### config.mk
export PLATFORM = sky130hd
export DESIGN_NAME = mem_port_arbiter
export DESIGN_NICKNAME = d
export VERILOG_FILES = /design/src/rtl/mem_port_arbiter.sv
export SDC_FILE = /design/constraint.sdc
export NUM_CORES = 1
export LEC_CHECK = 0
export ABC_CLOCK_PERIOD_IN_PS = 3590
export CELL_PAD_IN_SITES_DETAIL_PLACEMENT = 0
export CELL_PAD_IN_SITES_GLOBAL_PLACEMENT = 1
export CORE_MARGIN = 8
export CORE_UTILIZATION = 34
export CTS_BUF_LIST = sky130_fd_sc_hd__clkbuf_4
export DETAILED_ROUTE_END_ITERATION = 10
export MAX_ROUTING_LAYER = met4
export PLACE_DENSITY = 0.91
export SLEW_MARGIN = 25
export SYNTH_ARGS = -nofsm -noshare
export SYNTH_HDL_FRONTEND = slang
export SYNTH_SLANG_ARGS = --single-unit
### constraint.sdc
create_clock -name clk -period 3.59 [get_ports clk]
set_input_delay 0.5385 -clock clk [delete_from_list [all_inputs] [get_ports clk]]
set_output_delay 0.5385 -clock clk [all_outputs]
set_load 0.02 [all_outputs]
### src/rtl/mem_port_arbiter.sv
// mem_port_arbiter
// Shares one single-ported unified memory between instruction fetch (read-only)
// and the memory stage (read/write). Data requests win arbitration because they
// belong to the older instruction. Each access runs a registered req/ack
// handshake, ends with one DONE cycle carrying the valid pulse, and can be
// aborted by a timeout that raises bus_err.
// Optional build macro ARB_STATS_EN adds fetch-stall and data-grant counters.
module mem_port_arbiter #(
    parameter int unsigned TIMEOUT_CYCLES = 32'd255
) (
    input  logic        clk,
    input  logic        rst,
    // fetch side
    input  logic        i_if_req,
    input  logic [31:0] i_if_addr,
    output logic [31:0] o_if_rdata,
    output logic        o_if_valid,
    output logic        o_if_stall,
    // data side
    input  logic        i_d_req,
    input  logic        i_d_we,
    input  logic [31:0] i_d_addr,
    input  logic [31:0] i_d_wdata,
    output logic [31:0] o_d_rdata,
    output logic        o_d_valid,
    output logic        o_d_stall,
    // memory port
    output logic        o_mem_req,
    output logic        o_mem_we,
    output logic [31:0] o_mem_addr,
    output logic [31:0] o_mem_wdata,
    input  logic [31:0] i_mem_rdata,
    input  logic        i_mem_ack,
    output logic        o_bus_err
`ifdef ARB_STATS_EN
    ,
    output logic [31:0] o_stat_if_stall_cnt,
    output logic [31:0] o_stat_d_grant_cnt
`endif
);

    typedef enum logic [1:0] {
        ST_IDLE    = 2'd0,
        ST_IF_BUSY = 2'd1,
        ST_D_BUSY  = 2'd2,
        ST_DONE    = 2'd3
    } state_t;

    // a fetch never writes, so its write data is forced to this value
    localparam logic [31:0] FETCH_WDATA = 32'd0;

    // registered state
    state_t      r_state;
    logic        r_mem_req;
    logic        r_mem_we;
    logic [31:0] r_mem_addr;
    logic [31:0] r_mem_wdata;
    logic [31:0] r_if_rdata;
    logic [31:0] r_d_rdata;
    logic        r_if_valid;
    logic        r_d_valid;
    logic        r_bus_err;
    logic [31:0] r_tmo_cnt;

    // next-state values
    state_t      w_next_state;
    logic        w_mem_req;
    logic        w_mem_we;
    logic [31:0] w_mem_addr;
    logic [31:0] w_mem_wdata;
    logic [31:0] w_if_rdata;
    logic [31:0] w_d_rdata;
    logic        w_if_valid;
    logic        w_d_valid;
    logic        w_bus_err;
    logic [31:0] w_tmo_cnt;

    logic        w_tmo_hit;
    logic        w_if_stall;
    logic        w_d_stall;

    // the current BUSY cycle is the last one allowed without an ack
    assign w_tmo_hit = (TIMEOUT_CYCLES != 32'd0) &&
                       ((r_tmo_cnt + 32'd1) == TIMEOUT_CYCLES);

    // a stage holds while its request is pending and its valid has not arrived
    assign w_if_stall = i_if_req && !r_if_valid;
    assign w_d_stall  = i_d_req && !r_d_valid;

    // FSM state register
    always_ff @(posedge clk) begin
        if (rst) begin
            r_state <= ST_IDLE;
        end else begin
            r_state <= w_next_state;
        end
    end

    // next state, memory-port values, read-data capture and completion pulses
    always_comb begin
        w_next_state = r_state;
        w_mem_req    = r_mem_req;
        w_mem_we     = r_mem_we;
        w_mem_addr   = r_mem_addr;
        w_mem_wdata  = r_mem_wdata;
        w_if_rdata   = r_if_rdata;
        w_d_rdata    = r_d_rdata;
        w_if_valid   = 1'b0;
        w_d_valid    = 1'b0;
        w_bus_err    = 1'b0;
        w_tmo_cnt    = r_tmo_cnt;

        case (r_state)
            ST_IDLE: begin
                if (i_d_req) begin
                    w_mem_req    = 1'b1;
                    w_mem_we     = i_d_we;
                    w_mem_addr   = i_d_addr;
                    w_mem_wdata  = i_d_wdata;
                    w_tmo_cnt    = 32'd0;
                    w_next_state = ST_D_BUSY;
                end else if (i_if_req) begin
                    w_mem_req    = 1'b1;
                    w_mem_we     = 1'b0;
                    w_mem_addr   = i_if_addr;
                    w_mem_wdata  = FETCH_WDATA;
                    w_tmo_cnt    = 32'd0;
                    w_next_state = ST_IF_BUSY;
                end else begin
                    w_next_state = ST_IDLE;
                end
            end

            ST_IF_BUSY: begin
                if (i_mem_ack) begin
                    w_mem_req    = 1'b0;
                    w_if_rdata   = i_mem_rdata;
                    w_if_valid   = 1'b1;
                    w_next_state = ST_DONE;
                end else if (w_tmo_hit) begin
                    w_mem_req    = 1'b0;
                    w_if_rdata   = 32'd0;
                    w_if_valid   = 1'b1;
                    w_bus_err    = 1'b1;
                    w_tmo_cnt    = r_tmo_cnt + 32'd1;
                    w_next_state = ST_DONE;
                end else begin
                    w_tmo_cnt    = r_tmo_cnt + 32'd1;
                end
            end

            ST_D_BUSY: begin
                if (i_mem_ack) begin
                    w_mem_req    = 1'b0;
                    // stores leave the load-data register untouched
                    if (!r_mem_we) begin
                        w_d_rdata = i_mem_rdata;
                    end else begin
                        w_d_rdata = r_d_rdata;
                    end
                    w_d_valid    = 1'b1;
                    w_next_state = ST_DONE;
                end else if (w_tmo_hit) begin
                    w_mem_req    = 1'b0;
                    w_d_rdata    = 32'd0;
                    w_d_valid    = 1'b1;
                    w_bus_err    = 1'b1;
                    w_tmo_cnt    = r_tmo_cnt + 32'd1;
                    w_next_state = ST_DONE;
                end else begin
                    w_tmo_cnt    = r_tmo_cnt + 32'd1;
                end
            end

            ST_DONE: begin
                // no grant here: the finished requester may still be holding
                // its request for this cycle and must not be served twice
                w_next_state = ST_IDLE;
            end

            default: begin
                w_mem_req    = 1'b0;
                w_next_state = ST_IDLE;
            end
        endcase
    end

    // datapath and pulse registers; reset also abandons any in-flight access
    always_ff @(posedge clk) begin
        if (rst) begin
            r_mem_req   <= 1'b0;
            r_mem_we    <= 1'b0;
            r_mem_addr  <= 32'd0;
            r_mem_wdata <= 32'd0;
            r_if_rdata  <= 32'd0;
            r_d_rdata   <= 32'd0;
            r_if_valid  <= 1'b0;
            r_d_valid   <= 1'b0;
            r_bus_err   <= 1'b0;
            r_tmo_cnt   <= 32'd0;
        end else begin
            r_mem_req   <= w_mem_req;
            r_mem_we    <= w_mem_we;
            r_mem_addr  <= w_mem_addr;
            r_mem_wdata <= w_mem_wdata;
            r_if_rdata  <= w_if_rdata;
            r_d_rdata   <= w_d_rdata;
            r_if_valid  <= w_if_valid;
            r_d_valid   <= w_d_valid;
            r_bus_err   <= w_bus_err;
            r_tmo_cnt   <= w_tmo_cnt;
        end
    end

`ifdef ARB_STATS_EN
    logic [31:0] r_stat_if_stall_cnt;
    logic [31:0] r_stat_d_grant_cnt;
    logic        w_d_grant;

    assign w_d_grant = (r_state == ST_IDLE) && i_d_req;

    // free-running statistics counters, wrapping at 2^32
    always_ff @(posedge clk) begin
        if (rst) begin
            r_stat_if_stall_cnt <= 32'd0;
            r_stat_d_grant_cnt  <= 32'd0;
        end else begin
            if (w_if_stall) begin
                r_stat_if_stall_cnt <= r_stat_if_stall_cnt + 32'd1;
            end else begin
                r_stat_if_stall_cnt <= r_stat_if_stall_cnt;
            end
            if (w_d_grant) begin
                r_stat_d_grant_cnt <= r_stat_d_grant_cnt + 32'd1;
            end else begin
                r_stat_d_grant_cnt <= r_stat_d_grant_cnt;
            end
        end
    end

    assign o_stat_if_stall_cnt = r_stat_if_stall_cnt;
    assign o_stat_d_grant_cnt  = r_stat_d_grant_cnt;
`endif

    assign o_if_rdata  = r_if_rdata;
    assign o_if_valid  = r_if_valid;
    assign o_if_stall  = w_if_stall;
    assign o_d_rdata   = r_d_rdata;
    assign o_d_valid   = r_d_valid;
    assign o_d_stall   = w_d_stall;
    assign o_mem_req   = r_mem_req;
    assign o_mem_we    = r_mem_we;
    assign o_mem_addr  = r_mem_addr;
    assign o_mem_wdata = r_mem_wdata;
    assign o_bus_err   = r_bus_err;

endmodule

# == Word-level counts from Yosys, hierarchy flattened ==
# Index checks and enable logic that the tools add are counted.
# Widths: inputs -> output; s select.
# classes
reduce_logical,17
eq_ne,8
add_sub_neg,1
n_mux,25
bitwise_logic,3
# op_table
op,n
$mux 32,10
$pmux 32 s2,1
$add 32x1->32 const B,1
$eq 32x8->1 const B,1
$mux 1,9
$reduce_and 3->1,3
$mux 2,3
$pmux 2 s3,1
$reduce_bool 2->1,3
$reduce_or 2->1,3
$eq 2x2->1 const B,2
$ne 2x2->1 const B,2
$reduce_and 2->1,2
$ne 3x1->1 const B,1
$ne 3x3->1 const B,1
$not 1->1,3
$reduce_or 3->1,1
$eq 2x1->1 const B,1
$logic_and 1x1->1,2
$logic_not 1->1,2
$logic_not 2->1,1
$pmux 1 s2,1
# totals
output_inout_bits,135
regBits,167
input_bits,134
elab_cells,65

# == Depth between registers and ports, before layout ==
# Gate-level depths: netlist (run 1).
# depth
ltp_word,5
mapped_depth,12
ltp_nobuf,8

# == Worst setup path before layout (run 1) ==
# Ideal clock, no wire load.
# synth_timing
path_type,register to register
startpoint,register r_tmo_cnt[0]
endpoint,register r_state[1]
path_stages_with_launch,12
arrival_ps,3068
path_slack_ps,452
synth_period_minus_slack_ps,3138
required_ps,3520
setup_ps,70
path_cell_list,dfxtp_1 -> ha_1 -> nand3_1 -> or4_1 -> clkbuf_1 -> o21ai_0 -> nand3_1 -> or4_1 -> buf_2 -> buf_6 -> or4_1 -> a21oi_1
# synth_between
elab_chain_len,3
# synth_rtl
item,line_no,rtl
start: declaration,63,logic [31:0] r_tmo_cnt;
start signal: assignment,211,r_tmo_cnt <= w_tmo_cnt;
$add 32x1->32,84,((r_tmo_cnt + 32'd1) == TIMEOUT_CYCLES);
$eq 32x8->1,84,
$ne 3x1->1 (no source line),-,
end signal: assignment,95,r_state <= w_next_state;
end: declaration,53,state_t r_state;
# Every way passes these cells.
# A chain may end at the register's enable or synchronous reset.

# == Final worst setup path (run 1) ==
# layout_timing
startpoint,register r_tmo_cnt[2]
endpoint,register r_state[1]
# Same word-level chain as after synthesis.

==> impl_results.md, run 1 <==
* Layout area overhead at 40.28%
* DRT Wirelength at 27,100 um
* Synth warn at 0
* Reg clk slew, reported paths at around 0.18 ns
* Number of I/O pins at approximately 270
* Post-Synth XOR/XNOR Area at under 10%
* Avg Cell Area, Syn at about 8.5 um^2
* Fillers at about 2,300
* Most common cell on crit path: or4_1
* Routed vias/inst at between 5 and 6
* Arr. time, crit path at ~4 ns
* Synth Area in Adders at roughly 1.1%
* Initial antenna violation count at 1
* DP Wirelength at between 15,000 and 20,000 um
* 1st-pass router iterations at 6
* Worst path max stage delay at between 0.6 and 0.7 ns
* GRT Util Overall at 18.55%
* Synth unique cells at 53
* GRT overflow at 0
* Status: finished clean
* Synth top cells by count: dfxtp_1, nor2_1, a22oi_1, clkbuf_1, nand2_1
* Flop pwr share at about two fifths
* Synth Area in Compound Gates at slightly below 30%
* Hold_sp: rst
* Clk Latency, worst-skew pair at 0.58 ns
* R2R depth at 8
* Core ar. at roughly 23,000 um^2
* Worst-margin pin slew at 0.6665 ns
* CP Launch Point: r_tmo_cnt[2]$_SDFFE_PP0P_
* Power Dens Cells at around 580 nW/um^2
* Main synth FF type: dfxtp_1
* Layout cells sized above 1 at 6.989%
* Sw Ratio at 41.54%
* Chip height at between 150 and 200 um
* Hold Vio Cnt, Final at 0
* Simple-gate portion of the synthesized area at ~16%
* Synth area leader: dfxtp_1
* CP top delay family: simple AND/OR/NAND/NOR gates
* Core Util, Final at around 48%
* Buffers plus inverters on the worst setup path at 1
* Wire per inst at about 18 um
* DIE WIDTH at 168.8 um
* Num CTS Buffers at 17
* Clk network pwr share at between 10% and 20%
* Number of cell rows at between 50 and 60
* Layout Nets at 1,287
* RePlAce Congestion at 0.8939
* Final setup TNS at 0 ns
* Syn_nets at about 1,100
* H-tree Lvls at 4
* Top cells by area, synth: dfxtp_1, a22oi_1, o311ai_0
* Crit-path slowest cell: or4_4
* Slew Viols, Final at 0
* Initial core utilization at between 30% and 40%
* Largest net degree at the start of global routing at 70
* Final setup vio count at 0
* FF-to-FF Start: r_tmo_cnt[2]$_SDFFE_PP0P_
* Tcrit/Tclk final at around 95%
* TritonCTS clock tree: built
* Drt first-iter violations at around 910
* Hold Path Depth at 2
* Worst min-delay path class: in2reg
* DRC viols at 0
* Combinational family with the most area after synthesis: compound AO/OA/AOI/OAI gates
* Max FO, Critical Path at about 70
* Fin Clk Skew at ~0.032 ns
* Min Tclk post-route at roughly 3.4 ns
* Synth async-reset ratio at 0%
* Max Cap Viol at 0
* DR vias at 8,114
* Setup CP Type: reg2reg
* Die area at about 28,000 um^2
* Setup crit start kind: flop
* Pint at between 3 and 4 mW
* Crit-path cells: nand4_4 -> or4_4 -> or3_1 -> o31a_1 -> or4_1 -> buf_4 -> or4_1 -> a21oi_1
* Crit path capture type: flop
* Antenna Violating Nets Remaining at 0
* Clock buffer depth at 2
* Cell count after synthesis at around 930
* Number of synthesized register bits at between 150 and 200
* Static leakage power at just under 4 nW
* Vias in the first global route at about 7,700
* Synth top area share at between 40% and 50%
* Switching Power at roughly 2.7 mW
* Seq/Total Area, Yosys at between 40 and 50%
* Worst Path Required at 4.09 ns
* Peak supply drop at roughly 0.37 mV
* Mux cell area share after synthesis at roughly 4.4%
* CTS Hold Buffers Added at 0
* Global-route wire length before repair at about 42,000 um
* EDFF count, synth at 0
* Port Buffers at about 270
* Comb power frac at 44.4%
* Reg2reg setup slack at about 0.18 ns
* Hold Path End: o_d_rdata[15]$_SDFFE_PP0P_
* Fmax at 0.2936 GHz
* Slew margin rel. at a little under three fifths
* Clock root cell: clkbuf_4
* Top-count cell post-synth: dfxtp_1
* Worst r2r dst: r_state[1]$_SDFFE_PP0P_
* CTS Sinks at 167
* Synthesized area at 7940 um^2
stage by stage:
stage               worst slack (ns)  power [mW]  instances  hold WS, ns  instance area [um^2]
floorplan                     0.4516       4.085        934       0.4582                  7940
global placement              0.2162       5.355       1446       0.4596                 10820
detailed placement            0.1093       5.375       1446       0.4760                 10820
CTS                          0.08928       6.511       1478       0.3194                 11120
global route                -0.03462       6.870       1479       0.3239                 11140
finish                        0.1842       6.466       1479       0.3694                 11140
sequential cells by signal, summed over array words and instances (netlist names):
name	cells
o_mem_we	1
o_mem_req	1
r_tmo_cnt	32
o_mem_addr	32
o_if_rdata	32
r_state	2
o_d_valid	1
o_bus_err	1
o_mem_wdata	32
o_if_valid	1
o_d_rdata	32
cell families (layout without fill, tap and decap cells):
group           count (synthesis)  count (layout)
compound gates                321             321
xor+xnor                       11              11
fa+ha+maj                       7               7
buf+inv                       114             339
flops                         167             167
mux                            35              35
other cells                     0               1
simple gates                  279             279
cell type report:
cell class / count / area [um^2] / area share, %
multi-input combinational: 653 / 4164 / 37.38
sequential: 167 / 3346 / 30.04
timing repair buffer: 295 / 2890 / 25.95
tap: 319 / 399.1 / 3.583
clock inverter: 14 / 156.4 / 1.404
clock buffer: 18 / 135.1 / 1.213
inverter: 12 / 45.04 / 0.4044
antenna: 1 / 2.502 / 0.02247
layout by cell type (no fill, tap or decap), types with 12 or more instances in the layout:
master           count
clkdlybuf4s50_1    266
dfxtp_1            165
nor2_1             113
a22oi_1             98
nand2_1             73
o311ai_0            64
a21oi_1             63
mux2i_1             35
a211oi_1            35
buf_4               27
o21ai_0             18
clkbuf_4            18
nor3_1              15
inv_1               12
nand4_1             12
power by group through the flow:
stage	registers (mW)	clock network [mW]	logic [mW]
after floorplan	2.90	0	1.19
after global placement	2.49	0	2.86
after detailed placement	2.51	0	2.87
after CTS	2.47	1.16	2.88
after global routing	2.52	1.25	3.11
final	2.47	1.13	2.87
routing by layer:
metal  up-vias  global-route usage, %  wire, um
met5         -                      -         0
met4         0                  3.882       229
met3        17                  5.870      2434
met2       360                  27.82     12140
met1      3777                  24.15     12290
li1       3960                      -         -
worst max path at each step:
stage | endpoint | slack, ns | cells past startpoint
6_report | r_state[1]$_SDFFE_PP0P_ | 0.18 | 8
5_1_grt | o_bus_err$_SDFF_PP0_ | -0.03 | 9
4_1_cts | o_d_rdata[14]$_SDFFE_PP0P_ | 0.09 | 9
3_5_place_dp | o_d_rdata[14]$_SDFFE_PP0P_ | 0.11 | 10
3_3_place_gp | o_d_rdata[0]$_SDFFE_PP0P_ | 0.22 | 9
2_1_floorplan | r_state[1]$_SDFFE_PP0P_ | 0.45 | 11
repair_timing:
| action | 4_1_cts | 5_1_grt |
|---|---|---|
| endpoints found under the setup margin | 0 | 67 |
| resized for setup | 0 | 5 |
| setup buffers | 0 | 0 |
Note: power is estimated with default switching activity, not from simulation.
==> inputs of run 2 (changes only) <==
--- a/config.mk
+++ b/config.mk
@@ -12,7 +12,6 @@
 export CORE_UTILIZATION = 34
 export CTS_BUF_LIST = sky130_fd_sc_hd__clkbuf_4
 export DETAILED_ROUTE_END_ITERATION = 10
-export MAX_ROUTING_LAYER = met4
 export PLACE_DENSITY = 0.91
 export SLEW_MARGIN = 25
 export SYNTH_ARGS = -nofsm -noshare
==> impl_results.md, run 2 (same netlist as run 1, synthesis figures left out) <==
* Hold_sp: rst
* Layout area overhead at 40.28% (unchanged)
* Crit-path cells: nand4_4 -> or4_4 -> or3_1 -> o31a_1 -> or4_1 -> buf_4 -> or4_1 -> a21oi_1
* Setup Buffers After CTS at 0 (unchanged)
* Number of cell rows at 56 (unchanged)
* Max FO, Critical Path at 69 (unchanged)
* Worst slack, placed at 0.1093 ns (unchanged)
* DP Wirelength at 18,980 um (unchanged)
* Clock root cell: clkbuf_4
* Layout cells sized above 1 at 6.989% (unchanged)
* CP top delay family: simple AND/OR/NAND/NOR gates
* Port Buffers at 268 (unchanged)
* DRT Wirelength at 27,100 um (about the same)
* TritonCTS clock tree: built
* CTS Sinks at 167 (unchanged)
* FF-to-FF Start: r_tmo_cnt[2]$_SDFFE_PP0P_
* Commonest non-fill, non-tap cell in the layout: clkdlybuf4s50_1
* Fin Clk Skew at 0.03139 ns (-0.0007989 ns)
* Crit path capture type: flop
* Buffers plus inverters on the worst setup path at 1 (unchanged)
* Largest net degree at the start of global routing at 70 (unchanged)
* CTS Hold Buffers Added at 0 (unchanged)
* Layout Nets at 1,287 (unchanged)
* H-tree Lvls at 4 (unchanged)
* Clk Latency, worst-skew pair at 0.57 ns (about the same)
* Most frequent cells in the layout: clkdlybuf4s50_1, dfxtp_1, nor2_1
* 1st-pass router iterations at 6 (unchanged)
* Die area at 28,500 um^2 (unchanged)
* Crit-path slowest cell: or4_4
* CP Launch Point: r_tmo_cnt[2]$_SDFFE_PP0P_
* Wire per inst at 18.32 um (about the same)
* Arr. time, crit path at 3.89 ns (-0.02 ns)
* Num CTS Buffers at 17 (unchanged)
* Fillers at 2,261 (unchanged)
* Routed vias/inst at 5.481 (about the same)
* Post-route cell area at 11,140 um^2 (unchanged)
* Worst-margin pin slew at 0.6620 ns (-0.004507 ns)
* DR vias at 8,107 (-0.086%)
* Power Dens Cells at 580.6 nW/um^2 (about the same)
* DRC viols at 0 (unchanged)
* GRT overflow at 0 (unchanged)
* Worst path max stage delay at 0.62 ns (about the same)
* Status: finished clean
* Initial core utilization at 34.24% (unchanged)
* RePlAce Congestion at 0.8794 (-1.6%)
* Flip-flop and latch area at 3346 um^2 (unchanged)
* Final setup vio count at 0 (unchanged)
* Vias in the first global route at 7,698 (-0.31%)
* Worst Path Required at 4.09 ns (about the same)
* Antenna Violating Nets Remaining at 0 (unchanged)
* Setup crit start kind: flop
* Static leakage power at 3.919 nW (unchanged)
* Drt first-iter violations at 873 (-3.7%)
* Min Tclk post-route at 3.392 ns (-0.01346 ns)
* Reg clk slew, reported paths at 0.18 ns (about the same)
* DIE WIDTH at 168.8 um (unchanged)
* Global-route wire length before repair at 42,130 um (+0.25%)
* Power Total at 6.466 mW (about the same)
* Most common cell on crit path: or4_1
* Peak supply drop at 0.3706 mV (+0.32%)
* Worst min-delay path class: in2reg
* Core Util, Final at 48.03% (unchanged)
* Initial antenna violation count at 1 (unchanged)
* GRT Util Overall at 18.05% (-0.50 points)
* Max Cap Viol at 0 (unchanged)
* Final WS setup at 0.1977 ns (+0.01346 ns)
* Clock buffer depth at 2 (unchanged)
* Core ar. at 23,190 um^2 (unchanged)
* DP Area at 10,820 um^2 (unchanged)
* Chip height at 168.8 um (unchanged)
* Slew margin rel. at 55.87% (+0.30 points)
* Hold Vio Cnt, Final at 0 (unchanged)
* Multi-input gate area at 4164 um^2 (unchanged)
* Fmax at 0.2948 GHz (+0.40%)
* Slew Viols, Final at 0 (unchanged)
* Tcrit/Tclk final at 94.49% (-0.37 points)
* Number of I/O pins at 269 (unchanged)
* Setup CP Type: reg2reg
run 2: final cells by class:
cell class              count  area share [%]
clock inverters            14           1.404
clock buffers              18           1.213
inverters                  12          0.4044
diodes                      1         0.02247
repair buffers            295           25.95
multi-input cells         653           37.38
well taps                 319           3.583
flip-flops and latches    167           30.04
run 2: path summary, 6_finish.rpt:
path	to	slack, ns	cells after the start
min reg2reg	o_if_rdata[21]$_SDFFE_PP0P_	0.50	2
max reg2reg	r_state[1]$_SDFFE_PP0P_	0.20	8
max	r_state[1]$_SDFFE_PP0P_	0.20	8
min	o_d_rdata[19]$_SDFFE_PP0P_	0.38	2
run 2: per-stage QoR:
step / hold WS (ns) / cells / TNS, ns
2_1_floorplan: 0.4582 / 934 / 0
3_3_place_gp: 0.4596 / 1446 / 0
3_5_place_dp: 0.4760 / 1446 / 0
4_1_cts: 0.3194 / 1478 / 0
5_1_grt: 0.3239 / 1479 / -0.04206
6_report: 0.3756 / 1479 / 0
run 2: layer usage:
metal / wire [um] / vias to the layer above / global-route usage (%)
li1: - / 3954 / -
met3: 2883 / 18 / 6.918
met2: 12130 / 368 / 27.89
met4: 261 / 0 / 3.882
met1: 11820 / 3767 / 23.49
met5: 0 / - / 0
run 2: timing repair:
action,CTS,global route
hold endpoints to repair,0,0
gates resized for setup,0,5
endpoints found under the setup margin,0,68
run 2: where the power goes:
part / internal (mW) / leakage (nW) / switching [mW]
sequential: 2.22 / 1.36 / 0.246
combinational: 1.23 / 2.40 / 1.64
clock: 0.330 / 0.155 / 0.796
total: 3.78 / 3.92 / 2.69
run 2: worst register-to-register path, cell delays in order (launching register included):
cell	delay, ns
dfxtp_1	0.54
nand4_4	0.19
or4_4	0.62
or3_1	0.40
o31a_1	0.12
or4_1	0.43
buf_4	0.32
or4_1	0.59
a21oi_1	0.13
